<file path="src/rtl/spi_master_byte.sv">
// spi_master_byte
// Byte-stream SPI master, mode 0 (SCLK idles low, data sampled on the rising
// edge, changed on the falling edge), MSB first. Bytes arrive on a
// valid/ready stream; each byte is shifted out on MOSI while MISO is captured,
// and the received byte is returned with a one-cycle rx_valid strobe. NSS
// stays low across consecutive bytes until a byte flagged last completes.
//
// Parameters:
//   CLK_DIV  SCLK half-period in clk cycles (1..255)
//   CS_IDLE  minimum NSS-high gap between frames, in half-periods (1..15)
//
// Ports:
//   clk, reset_n          clock (rising edge), async active-low reset
//   tx_data/tx_last       byte to send and end-of-frame flag
//   tx_valid/tx_ready     transmit handshake
//   rx_data/rx_valid      received byte and its one-cycle strobe
//   busy                  high whenever the FSM is not idle
//   spi_nss/sclk/mosi     SPI outputs (NSS active low, SCLK idles low)
//   spi_miso              SPI input (2-flop synchronised internally)

module spi_master_byte #(
  parameter int unsigned CLK_DIV = 4,
  parameter int unsigned CS_IDLE = 2
) (
  input  logic       clk,
  input  logic       reset_n,
  input  logic [7:0] tx_data,
  input  logic       tx_last,
  input  logic       tx_valid,
  output logic       tx_ready,
  output logic [7:0] rx_data,
  output logic       rx_valid,
  output logic       busy,
  output logic       spi_nss,
  output logic       spi_sclk,
  output logic       spi_mosi,
  input  logic       spi_miso
);

  localparam logic [7:0] DIV_LAST = 8'(CLK_DIV - 1);
  localparam logic [3:0] GAP_LAST = 4'(CS_IDLE - 1);

  typedef enum logic [2:0] {
    ST_IDLE,
    ST_SETUP,
    ST_SHIFT,
    ST_NEXT,
    ST_HOLD,
    ST_GAP
  } state_t;

  state_t     state_q, state_d;
  logic [7:0] div_q, div_d;
  logic [3:0] bit_q, bit_d;      // half-period count in SHIFT, gap count in GAP
  logic [6:0] tx_sh_q, tx_sh_d;  // remaining bits; bit 7 goes straight to MOSI
  logic [7:0] rx_sh_q, rx_sh_d;
  logic       last_q, last_d;
  logic [7:0] rx_data_q, rx_data_d;
  logic       rx_valid_q, rx_valid_d;
  logic       nss_q, nss_d;
  logic       sclk_q, sclk_d;
  logic       mosi_q, mosi_d;

  logic       rst_meta_q, rst_sync_q;
  logic       miso_s1_q, miso_s2_q;
  logic       running;
  logic       tick;

  // Reset asserts asynchronously and releases synchronously.
  always_ff @(posedge clk or negedge reset_n) begin
    if (!reset_n) begin
      rst_meta_q <= 1'b0;
      rst_sync_q <= 1'b0;
    end else begin
      rst_meta_q <= 1'b1;
      rst_sync_q <= rst_meta_q;
    end
  end

  always_ff @(posedge clk or negedge rst_sync_q) begin
    if (!rst_sync_q) begin
      miso_s1_q <= 1'b0;
      miso_s2_q <= 1'b0;
    end else begin
      miso_s1_q <= spi_miso;
      miso_s2_q <= miso_s1_q;
    end
  end

  // Divider runs only while waiting on half-periods; every transition out of a
  // running state happens on a tick, so entering any state starts it at 0.
  assign running = (state_q == ST_SETUP) || (state_q == ST_SHIFT) ||
                   (state_q == ST_HOLD)  || (state_q == ST_GAP);
  assign tick    = running && (div_q == DIV_LAST);

  always_comb begin
    state_d    = state_q;
    div_d      = '0;
    bit_d      = bit_q;
    tx_sh_d    = tx_sh_q;
    rx_sh_d    = rx_sh_q;
    last_d     = last_q;
    rx_data_d  = rx_data_q;
    rx_valid_d = 1'b0;
    nss_d      = nss_q;
    sclk_d     = sclk_q;
    mosi_d     = mosi_q;

    if (running && !tick) begin
      div_d = div_q + 8'd1;
    end

    case (state_q)
      ST_IDLE: begin
        if (tx_valid) begin
          tx_sh_d = tx_data[6:0];
          last_d  = tx_last;
          mosi_d  = tx_data[7];
          nss_d   = 1'b0;
          bit_d   = '0;
          state_d = ST_SETUP;
        end
      end
      ST_SETUP: begin
        if (tick) begin
          bit_d   = '0;
          state_d = ST_SHIFT;
        end
      end
      ST_SHIFT: begin
        if (tick) begin
          bit_d = bit_q + 4'd1;
          if (!bit_q[0]) begin
            sclk_d  = 1'b1;
            rx_sh_d = {rx_sh_q[6:0], miso_s2_q};
          end else begin
            sclk_d  = 1'b0;
            mosi_d  = tx_sh_q[6];
            tx_sh_d = {tx_sh_q[5:0], 1'b0};
            if (bit_q == 4'd15) begin
              rx_data_d  = rx_sh_q;
              rx_valid_d = 1'b1;
              bit_d      = '0;
              state_d    = last_q ? ST_HOLD : ST_NEXT;
            end
          end
        end
      end
      ST_NEXT: begin
        if (tx_valid) begin
          tx_sh_d = tx_data[6:0];
          last_d  = tx_last;
          mosi_d  = tx_data[7];
          bit_d   = '0;
          state_d = ST_SHIFT;
        end
      end
      ST_HOLD: begin
        if (tick) begin
          nss_d   = 1'b1;
          bit_d   = '0;
          state_d = ST_GAP;
        end
      end
      ST_GAP: begin
        if (tick) begin
          if (bit_q == GAP_LAST) begin
            bit_d   = '0;
            state_d = ST_IDLE;
          end else begin
            bit_d = bit_q + 4'd1;
          end
        end
      end
      default: begin
        state_d = ST_IDLE;
      end
    endcase
  end

  always_ff @(posedge clk or negedge rst_sync_q) begin
    if (!rst_sync_q) begin
      state_q    <= ST_IDLE;
      div_q      <= '0;
      bit_q      <= '0;
      tx_sh_q    <= '0;
      rx_sh_q    <= '0;
      last_q     <= 1'b0;
      rx_data_q  <= '0;
      rx_valid_q <= 1'b0;
      nss_q      <= 1'b1;
      sclk_q     <= 1'b0;
      mosi_q     <= 1'b0;
    end else begin
      state_q    <= state_d;
      div_q      <= div_d;
      bit_q      <= bit_d;
      tx_sh_q    <= tx_sh_d;
      rx_sh_q    <= rx_sh_d;
      last_q     <= last_d;
      rx_data_q  <= rx_data_d;
      rx_valid_q <= rx_valid_d;
      nss_q      <= nss_d;
      sclk_q     <= sclk_d;
      mosi_q     <= mosi_d;
    end
  end

  assign tx_ready = (state_q == ST_IDLE) || (state_q == ST_NEXT);
  assign busy     = (state_q != ST_IDLE);
  assign rx_data  = rx_data_q;
  assign rx_valid = rx_valid_q;
  assign spi_nss  = nss_q;
  assign spi_sclk = sclk_q;
  assign spi_mosi = mosi_q;

endmodule

</file>
<file path="config.mk">
export PLATFORM = sky130hd
export DESIGN_NAME = spi_master_byte
export DESIGN_NICKNAME = d
export VERILOG_FILES = /design/src/rtl/spi_master_byte.sv
export SDC_FILE = /design/constraint.sdc
export NUM_CORES = 1
export LEC_CHECK = 0
export CAP_MARGIN = 25
export CORE_MARGIN = 4
export CORE_UTILIZATION = 58
export CTS_CLUSTER_SIZE = 40
export DETAILED_ROUTE_END_ITERATION = 16
export GPL_ROUTABILITY_DRIVEN = 0
export PLACE_DENSITY_LB_ADDON = 0.25
export SYNTH_ARGS = -nofsm -noshare
export SYNTH_HDL_FRONTEND = slang
export SYNTH_SLANG_ARGS = --single-unit
</file>
<file path="constraint.sdc">
create_clock -name clk -period 4.1 [get_ports clk]
set_input_delay 0.41 -clock clk [delete_from_list [all_inputs] [get_ports clk]]
set_output_delay 0.41 -clock clk [all_outputs]
set_load 0.005 [all_outputs]
</file>
Yosys cells after proc, flatten, opt, wreduce, memory -nomap -nowiden:

Index checks and enable logic that the tools add are counted.

* word-level logic and storage cells: 95
* output and inout bits: 14
* bits in registers: 47
* input port bits: 13

* muxes and demuxes: 36
* $add $sub $neg: 2
* bitwise logic cells: 1
* equal/unequal tests: 19
* reduce and logical (&&, ||, !) cells: 22

Operators by type and width (count)
* 3-bit two-way mux: 10
* 4-bit two-way mux: 7
* 7-bit two-way mux: 3
* 3-bit one-hot mux with 6 select lines: 1
* 4-bit one-hot mux with 4 select lines: 1
* 2-bit inequality test, second input constant: 7
* 7-bit one-hot mux with 2 select lines: 1
* 1-bit two-way mux: 10
* 9-bit AND reduction: 1
* 8-bit by 1-bit adder with 8-bit output, second input constant: 1
* 8-bit by 2-bit == test with 1-bit output, second input constant: 1
* 8-bit two-way mux: 1
* 2-bit by 1-bit inequality test with 1-bit output, second input constant: 4
* 4-bit AND reduction: 2
* 3-bit by 2-bit == test with 1-bit output, second input constant: 2
* 3-bit == test, second input constant: 2
* 3-bit AND reduction: 2
* 5-bit AND reduction: 1
* 4-bit by 1-bit adder with 4-bit output, second input constant: 1
* 4-bit by 1-bit == test with 1-bit output, second input constant: 1
* 4-bit == test, second input constant: 1
* 1-bit logical OR: 4
* 1-bit one-hot mux with 2 select lines: 2
* 2-bit AND reduction: 2
* 9 further kinds: 12

Depth between registers and ports, before layout:

* depth in word-level cells: 8
* depth in mapped cells: 7
* mapped depth without buffers: 7

Least setup slack after synthesis:

OpenSTA, ideal clock, no wires.

* path kind: register -> register
* start: reg div_q[0]
* end: reg rx_data_q[0], in the netlist rx_data[0]
* arrival time: 2.061 ns
* buffers on the path: 1
* data required time: 3.975 ns
* path slack: 1.914 ns
* stages on the path, launching flop included: 8
* period minus slack after synthesis: 2.186 ns
* setup time: 0.125 ns
* cell sequence: dfrtp_1 ha_1 or4b_4 nor4_4 nand2_2 or2_1 buf_6 mux2_4

* cells in the longest elaborated chain, start to end: 3

Ends and longest elaborated chain
* start: declaration: RTL line 53 `logic [7:0] div_q, div_d;`
* start signal: assignment: RTL line 196 `div_q <= div_d;`
* 8-bit by 2-bit == test with 1-bit output: RTL line 94 `assign tick = running && (div_q == DIV_LAST);`
* 1-bit logical AND: RTL line 94
* 4-bit AND reduction (no line)
* end signal: assignment: RTL line 201 `rx_data_q <= rx_data_d;`
* end: declaration: RTL line 58 `logic [7:0] rx_data_q, rx_data_d;`

No other way between the ends.
A chain may end at the register's enable or synchronous reset.

Final worst setup path:

* start: reg div_q[0]
* end: reg rx_data_q[5], in the netlist rx_data[5]

Same word-level chain as after synthesis.

==> results.md <==
- Result of the run: completed
- Drt total wl: 3.93 mm
- WL per Instance: 15.3 um
- R2R depth: 6
- Crit path time final: 2460 ps
- Cell count after synthesis: 182
- Die ar.: 4710 um^2
- Max-cap viol count: 0
- Worst relative slew slack: 37.8%
- Peak supply drop: 0.000480 V
- Multi-input logic area: 902 um^2
- Delay-heaviest family, CP: simple AND/OR/NAND/NOR gates
- Gr ovfl total: 0
- Final net count: 225
- Clk slew on worst S/H paths: 90 ps
- Clock buffer count from CTS: 5
- Routing usage on met2: 33.1%
- Sequential share of the synthesized area: 55.3%
- Max stage delay on crit path: 520 ps
- Sequential cell area: 1180 um^2
- Synthesized Nets: 198
- R2r setup slk: 1640 ps
- DIE WIDTH: 68.6 um
- Fmax: 0.406 GHz
- Busiest grt layer: met2
- Worst Tran Pin Value: 933 ps
- Final setup violating endpoints: 0
- R2R Path End: rx_data[5]
- Initial antenna violation count: 0
- Tot Pwr: 1480 uW
- Synth area leader: dfrtp_1
- Setup Fix Bufs, Post-CTS: 0
- Critical Path AT: 2650 ps
- First-pass GRT wire length: 6.78 mm
- Layout cells sized above 1: 16.7%
- Placed cell area: 2420 um^2
- Synth cell types: 45
- Worst-skew pair later-pin latency: 300 ps
- Met1 Use GR: 24.2%
- Via/cell ratio: 5.66
- Crit path capture type: register
- Clock Path Buffers: 2
- Worst path cell trace: ha_1 -> or4b_4 -> nor4_4 -> nand2_2 -> or2_1 -> mux2_4
- Site Rows: 21
- # clock sinks: 47
- Yosys top cell area share: 54.1%
- Leak Pwr: 0.00117 uW
- # hold bufs at CTS: 0
- Pwr Density: 592 nW/um^2
- Post-CTS resize count: 0
- Port Buffer Count: 26
- Post-synth EDFFs: 0
- Via count: 1,449
- Synth top area cells: dfrtp_1 (54%), mux2_4 (5.6%), mux2_2 (5.3%)
- Seq cells post-synth: 47
- Synth cell count leaders: dfrtp_1 (46), nor2_1 (23), a21oi_1 (10), mux2_2 (10), nand3_1 (9)
- Critical path's slowest cell: or4b_4
- Dominant synthesized flop cell: dfrtp_1
- H-Tree Depth: 2
- Worst r2r src: div_q[0]
- CP Launch Type: register
- Drt pass-1 iters: 4
- Setup Skew: 10.4 ps
- CP Buf/Inv Count: 0
- Fill count: 257
- Hold crit path type: primary input to async pin
- Synth warn: 0
- Worst hold margin: 261 ps
- Slew Limit Fails: 0
- Netlist Area Pre-Place: 2130 um^2
- Design area: 2510 um^2
- Die Y-Extent: 68.6 um
- Kind of critical path: register to register
- Number of global-route vias before repair: 1,491
- DP Wirelength: 2.87 mm
- Tcrit/Tclk final: 60.0%
- Global Route Usage Sum: 19.7%
- CTS tree: done
- ANT cells: 0
- Initial cell density of the core: 61.9%
- Post-route antenna net violation count: 0
- Core ar.: 3440 um^2
- Ys async rst share: 100%
- Most frequent cell after synthesis: dfrtp_1
- Setup TNS: 0 ps
- Initial drt markers: 66
- CP Max Fanout: 9
- Fin. Hold Viols: 0
- Clock Tree Root: clkbuf_8
- Largest net degree at the start of global routing: 46
- Drt drc: 0
- RSZ-0062 raised after global routing: no
- I/O pins: 27
- Worst EP required: 4290 ps
- Area Overhead vs Synth: 17.7%
- Mean Syn Cell Area: 11.7 um^2
- Met3 Usage GRT: 4.86%
[worst max-delay path by stage]
stage                       endpoint  slack (ps)      from  depth (start not counted)
after global placement    rx_data[1]        1760  div_q[0]                          6
after CTS                 rx_data[5]        1640  div_q[0]                          6
after floorplan           rx_data[0]        1910  div_q[0]                          7
final                     rx_data[5]        1640  div_q[0]                          6
after detailed placement  rx_data[5]        1660  div_q[0]                          6
after global routing      rx_data[5]        1510  div_q[1]                          6
[placed cells by master (no fill, tap or decap), drive strengths merged, types with 3 or more instances in the layout]
cell / instances
nand2: 7
clkdlybuf4s50: 26
nor2: 24
clkbuf: 6
xor2: 6
inv: 4
dfrtp: 46
mux2: 18
mux2i: 7
nand2b: 3
a21oi: 10
ha: 3
nand3: 9
o21ai: 8
[flip-flops by register name, summed over array words and instances, names as in the netlist]
register,flops
rx_sh_q,8
miso_s1_q,1
rst_sync_q,1
spi_sclk,1
spi_mosi,1
rx_data,8
div_q,8
last_q,1
rx_valid,1
spi_nss,1
rst_meta_q,1
miso_s2_q,1
bit_q,4
state_q,3
tx_sh_q,7
[power by group]
group | switching, uW | internal, uW
Combinational | 291 | 268
Sequential | 98.8 | 551
Clock | 153 | 120
[cell families (layout without fill, tap and decap cells)]
logic type / Yosys count / count (layout) / share of synthesized area (%)
flops: 47 / 47 / 55.3
simple gates: 59 / 59 / 14.8
compound gates: 29 / 29 / 8.52
xor+xnor: 7 / 7 / 2.88
buf+inv: 11 / 39 / 2.35
other cells: 1 / 1 / 0.176
fa+ha+maj: 3 / 3 / 1.76
mux: 25 / 25 / 14.2
[final cells by class]
type / instances / share of cell area (%)
timing repair buffer: 27 / 10.7
clock buffer: 6 / 2.89
clock inverter: 2 / 0.549
sequential: 47 / 47.0
multi-input combinational: 124 / 36.0
inverter: 4 / 0.599
tap: 46 / 2.30
[stage by stage]
step	utilization (%)	setup WS [ps]	std cells
4_1_cts	72.8	1640	256
3_5_place_dp	70.3	1660	248
3_3_place_gp	70.3	1760	248
5_1_grt	72.8	1510	256
6_report	72.8	1640	256
2_1_floorplan	-	1910	182
[routing by layer]
layer / part of all wire, % / vias to the layer above
met5: 0 / -
met4: 1.5 / 0
met3: 5.2 / 6
met2: 51 / 44
met1: 42 / 714
li1: - / 685
(Power assumes the default switching activity.)
